### src/rtl/alu_master.sv
// ALU master: accepts one command at a time, holds it on the ALU port until
// the ALU reports done (or a wait limit expires), then presents a single
// response to the downstream side and counts successful operations.

package simplealu_pkg;

    // Operation code carried to the ALU; this block never interprets it.
    typedef enum logic [2:0] {
        OP_ADD = 3'd0,
        OP_SUB = 3'd1,
        OP_AND = 3'd2,
        OP_OR  = 3'd3,
        OP_XOR = 3'd4,
        OP_MUL = 3'd5
    } op_t;

endpackage

module alu_master
    import simplealu_pkg::*;
#(
    parameter int unsigned TIMEOUT_CYCLES = 64
) (
    input  logic        clock,
    input  logic        reset,
    input  logic        cmd_valid,
    output logic        cmd_ready,
    input  op_t         cmd_op,
    input  logic [7:0]  cmd_a,
    input  logic [7:0]  cmd_b,
    output logic        alu_start,
    output op_t         alu_op,
    output logic [7:0]  alu_a,
    output logic [7:0]  alu_b,
    input  logic [15:0] alu_result,
    input  logic        alu_done,
    output logic        rsp_valid,
    input  logic        rsp_ready,
    output logic [15:0] rsp_result,
    output logic        rsp_timeout,
    output logic [15:0] op_count
);

    // Last wait-counter value before the operation is abandoned. The
    // counter starts at 0 in the first BUSY cycle, so BUSY lasts exactly
    // TIMEOUT_CYCLES cycles when the ALU never answers.
    localparam logic [7:0] WAIT_LAST = 8'(TIMEOUT_CYCLES - 1);

    typedef enum logic [1:0] {
        IDLE = 2'd0,
        BUSY = 2'd1,
        RESP = 2'd2
    } state_t;

    state_t      state_q,       state_d;
    op_t         aluOp_q,       aluOp_d;
    logic [7:0]  aluA_q,        aluA_d;
    logic [7:0]  aluB_q,        aluB_d;
    logic [15:0] rspResult_q,   rspResult_d;
    logic        rspTimeout_q,  rspTimeout_d;
    logic [15:0] opCount_q,     opCount_d;
    logic [7:0]  waitCnt_q,     waitCnt_d;

    // State and datapath registers; reset abandons any operation in flight.
    always_ff @(posedge clock or negedge reset) begin
        if (!reset) begin
            state_q      <= IDLE;
            aluOp_q      <= op_t'(0);
            aluA_q       <= 8'h00;
            aluB_q       <= 8'h00;
            rspResult_q  <= 16'h0000;
            rspTimeout_q <= 1'b0;
            opCount_q    <= 16'h0000;
            waitCnt_q    <= 8'h00;
        end else begin
            state_q      <= state_d;
            aluOp_q      <= aluOp_d;
            aluA_q       <= aluA_d;
            aluB_q       <= aluB_d;
            rspResult_q  <= rspResult_d;
            rspTimeout_q <= rspTimeout_d;
            opCount_q    <= opCount_d;
            waitCnt_q    <= waitCnt_d;
        end
    end

    // Next-state logic: accept in IDLE, wait for done or timeout in BUSY
    // (done wins a tie), hold the response in RESP until it is taken.
    always_comb begin
        state_d      = state_q;
        aluOp_d      = aluOp_q;
        aluA_d       = aluA_q;
        aluB_d       = aluB_q;
        rspResult_d  = rspResult_q;
        rspTimeout_d = rspTimeout_q;
        opCount_d    = opCount_q;
        waitCnt_d    = waitCnt_q;

        case (state_q)
            IDLE: begin
                if (cmd_valid) begin
                    aluOp_d   = cmd_op;
                    aluA_d    = cmd_a;
                    aluB_d    = cmd_b;
                    waitCnt_d = 8'h00;
                    state_d   = BUSY;
                end
            end
            BUSY: begin
                if (alu_done) begin
                    rspResult_d  = alu_result;
                    rspTimeout_d = 1'b0;
                    if (opCount_q != 16'hFFFF) begin
                        opCount_d = opCount_q + 16'd1;
                    end
                    state_d = RESP;
                end else if (waitCnt_q == WAIT_LAST) begin
                    rspResult_d  = 16'h0000;
                    rspTimeout_d = 1'b1;
                    state_d      = RESP;
                end else begin
                    waitCnt_d = waitCnt_q + 8'd1;
                end
            end
            RESP: begin
                if (rsp_ready) begin
                    state_d = IDLE;
                end
            end
            default: begin
                state_d = IDLE;
            end
        endcase
    end

    // Handshake flags decode straight from the state register so that
    // alu_start falls the instant reset is applied.
    assign cmd_ready   = (state_q == IDLE);
    assign alu_start   = (state_q == BUSY);
    assign rsp_valid   = (state_q == RESP);

    assign alu_op      = aluOp_q;
    assign alu_a       = aluA_q;
    assign alu_b       = aluB_q;
    assign rsp_result  = rspResult_q;
    assign rsp_timeout = rspTimeout_q;
    assign op_count    = opCount_q;

endmodule
### config.mk
export PLATFORM = sky130hd
export DESIGN_NAME = alu_master
export DESIGN_NICKNAME = d
export VERILOG_FILES = /design/src/rtl/alu_master.sv
export SDC_FILE = /design/constraint.sdc
export NUM_CORES = 1
export LEC_CHECK = 0
export CAP_MARGIN = 5
export CORE_ASPECT_RATIO = 2
export CORE_MARGIN = 10
export CORE_UTILIZATION = 48
export DETAILED_ROUTE_END_ITERATION = 8
export PLACE_DENSITY = 0.89
export RECOVER_POWER = 50
export SLEW_MARGIN = 5
export SYNTH_ARGS = -nofsm -noshare
export SYNTH_HDL_FRONTEND = slang
export SYNTH_SLANG_ARGS = --single-unit
### constraint.sdc
create_clock -name clock -period 5.37 [get_ports clock]
set_input_delay 0.8055 -clock clock [delete_from_list [all_inputs] [get_ports clock]]
set_output_delay 0.8055 -clock clock [all_outputs]
set_load 0.05 [all_outputs]
# --- Word-level counts from Yosys, hierarchy flattened ---
# Index checks and enable logic that the tools add are counted.
# Widths: inputs -> output; s select.
word_totals:
  reg_bits: 62
  input_bits: 40
  output_inout_bits: 55
op_classes:
  addsub: 2
  eq_ne: 9
  mux: 13
  reduce_logical: 8
ops:
  columns: ["op", "count"]
  rows:
  - ["$mux 16", 2]
  - ["$mux 8", 3]
  - ["$add 16x1->16 const B", 1]
  - ["$ne 16x16->1 const B", 1]
  - ["$pmux 8 s2", 1]
  - ["$add 8x1->8 const B", 1]
  - ["$eq 8x6->1 const B", 1]
  - ["$mux 2", 4]
  - ["$ne 2x2->1 const B", 3]
  - ["$pmux 2 s3", 1]
  - ["$reduce_and 3->1", 2]
  - ["$reduce_and 2->1", 2]
  - ["$reduce_and 4->1", 1]
  - ["$reduce_bool 2->1", 2]
  - ["$ne 3x1->1 const B", 1]
  - ["$eq 2x1->1 const B", 1]
  - ["$eq 2x2->1 const B", 1]
  - ["$logic_not 2->1", 1]
  - ["$mux 1", 2]
  - ["$ne 2x1->1 const B", 1]

# --- Longest topological paths before layout ---
logic_depth:
  word_depth: 4
  depth_mapped: 6

# --- Worst setup path before layout ---
# Ideal clock, no wire load.
synth_path:
  path_kind: "input port to flip-flop"
  start: "input alu_done"
  end: "register waitCnt_q[2]"
  setup_ns: 0.126
  t_arrival_ns: 1.962
  required_ns: 5.244
  setup_slack_ns: 3.282
  cell_stages: 5
  path_buffers: 1
  path_cell_list: "or3b_1 buf_2 a21o_4 and2_4 a221o_1"
synth_via:
  elab_chain_cells: 2
synth_lines:
  columns: ["element", "line_no", "rtl"]
  rows:
  - ["from (decl)", "36", "input logic alu_done,"]
  - ["$ne 2x2->1 (no source line)", null, null]
  - ["$reduce_and 4->1 (no source line)", null, null]
  - ["to (signal assigned)", "83", "waitCnt_q <= waitCnt_d;"]
  - ["to (decl)", "62", "logic [7:0] waitCnt_q, waitCnt_d;"]
# No other way between the ends.
# A chain may end at the register's enable or synchronous reset.

==> qor.csv <==
metric;value;unit
startpoint;reset;
grt_pass1_wl;12000;um
max_freq;290;MHz
power_density;641;nW/um2
ir_drop;0.624;mV
wl;7530;um
numCtsBuffers;9;
synthFlopType;dfrtp_1;
maxSlewHeadroom;-115;%
wire_per_inst;18.1;um
clk_pin_slew;0.07;ns
end_kind;async pin;
tightest_slew;3.23;ns
grtUsageTotal;16.4;%
nets;392;
drc;0;
final-setup-viol-count;0;
rows;38;
final_cell_mix;clkdlybuf4s50_1, nand2_1, dfrtp_1;
syn_nets;297;
fin_crit;3.45;ns
report.final.slew_viol_count;63;
dieArea;9150;um2
timing.final.crit_share;64.2;%
coreArea;5420;um2
cpPeakStageDelay;2.26;ns
htree_levels;3;
grt_overflow;0;
crit_arrival;3.18;ns
synth_area_per_cell;10.5;um2
layout_commonest_cell;clkdlybuf4s50_1;
hold_buffers;0;
r2r_start;waitCnt_q[0];
antennaDiodeCount;0;
cts_tree;yes;
synth_cell_types;38;
synth_top_cell_by_area;dfrtp_1;
drt_iter0_markers;142;
hp-start;alu_b[7];
synth-edff-count;0;
ys_ff_latch;62;
critical_path.cell_chain;buf_2 > clkbuf_1;
yosysWarnings;0;
worstSetupPathType;in2async;
worstPathRequired;5.10;ns
path_delay_family;buffers and inverters;
dieWidth;72.8;um
ant_nets;0;
cts_buffer_depth;2;
netlist_top_cells_area;dfrtp_1, nand2_1, a22o_1;
start_util;49.4;%
crit_buf_inv;2;
async_reset_ff_share;100;%
antenna_found_initial;0;
leakage;0.00183;uW
cts_sinks;62;
hold_viol_final;0;
syn_area;2680;um2
skew;0.00973;ns
syn-instance-count;255;
num_io_pins;95;
clock_latency;0.35;ns
final.setup.tns;0;ns
violations;max-capacitance violations, max-slew violations;
gp_congestion;0.795;
rsz0062_at_grt;no;
synth_top_area_share;57.9;%
critPathLaunchType;input pin;
grt_max_degree;63;
num_vias;2317;
finish.utilization;71.7;%
grt_pass1_vias;2406;
ys_seq_area_share;57.9;%
cap_violations;1;
drtPass1Iterations;4;
drive_gt1_share;6.48;%
hpwlAfterDp;5640;um
status;finished, violations left;
io_buffers;94;
viasPerCell;5.58;
hp-class;reg2reg;
cts_resized;0;
syn_to_final_growth;45.2;%
slowest_stage;clkbuf_1;
cp_max_fo;62;
die_y;126;um
cts_root_buf;clkbuf_8;
cts_setup_buffers;0;
[cells in the mapped netlist, drive strengths merged, types with 3 or more instances]
cell / count
a22o: 16
and2: 5
and3: 5
buf: 5
clkbuf: 6
dfrtp: 62
mux2: 4
nand2: 67
nand3: 9
nand4: 11
nor2: 8
nor3: 11
nor4: 3
o21ai: 5
xor2: 13
[per-stage QoR]
| step | std cells | total power [uW] | hold slack [ns] | setup WS, ns | instance area, um2 |
|---|---|---|---|---|---|
| 6_report | 415 | 2490 | 0.475 | 1.92 | 3890 |
| 5_1_grt | 415 | 2610 | 0.508 | 1.31 | 3890 |
| 4_1_cts | 415 | 2520 | 0.479 | 2.22 | 3890 |
| 3_5_place_dp | 399 | 2010 | 0.461 | 2.48 | 3650 |
| 3_3_place_gp | 399 | 1980 | 0.457 | 2.53 | 3650 |
| 2_1_floorplan | 255 | 1560 | 0.477 | 3.28 | 2680 |
[logic make-up (layout without fill, tap and decap cells)]
family / Yosys count / in the layout / share of synthesized area (%)
xor gates and xnor gates: 13 / 13 / 4.25
buffers and inverters: 13 / 113 / 2.10
DFF: 62 / 62 / 57.9
and+or+nand+nor: 131 / 131 / 24.0
adders and majority gates: 2 / 2 / 0.934
muxes: 4 / 4 / 1.68
AOI/OAI and AO/OA: 30 / 30 / 9.06
[layout make-up]
class / instances / area, um2
timing repair buffer: 95 / 940
clock buffer: 9 / 124
multi-input combinational: 180 / 1070
inverter: 2 / 7.51
fill: 384 / 1530
clock inverter: 7 / 123
sequential: 62 / 1550
tap: 60 / 75.1
[state kept, by name, indices dropped and copies added (netlist names)]
name	flops
alu_op	3
waitCnt_q	8
rsp_result	16
op_count	16
alu_b	8
state_q	2
alu_a	8
rsp_timeout	1
[path summary, 6_finish.rpt]
kind / end / slack [ns] / cells after the start
max: rsp_result[3] / 1.92 / 2
min: alu_b[7] / 0.48 / 2
max reg2reg: state_q[1] / 3.07 / 5
min reg2reg: alu_b[7] / 0.48 / 2
max in group clock: alu_start / 2.23 / 2
min in group asynchronous: alu_b[4] / 1.62 / 2
[routing by layer]
metal / wire length, um / global-route usage (%) / share of wire, %
met1: 2580 / 16.2 / 34
met3: 547 / 6.84 / 7.3
met4: 117 / 5.96 / 1.6
met5: 0 / 0 / 0
met2: 4290 / 29.2 / 57
[tightest hold or removal path: stages (launching register included)]
cell	delay, ns
dfrtp_1	0.34
nand2_1	0.05
nand2_1	0.05
[where the power goes]
group,internal [uW],leakage (uW),switching [uW],total (uW)
Clock,309,0.000116,192,502
Combinational,404,0.000918,829,1230
Sequential,629,0.000800,130,759
Note: power is estimated with default switching activity, not from simulation.
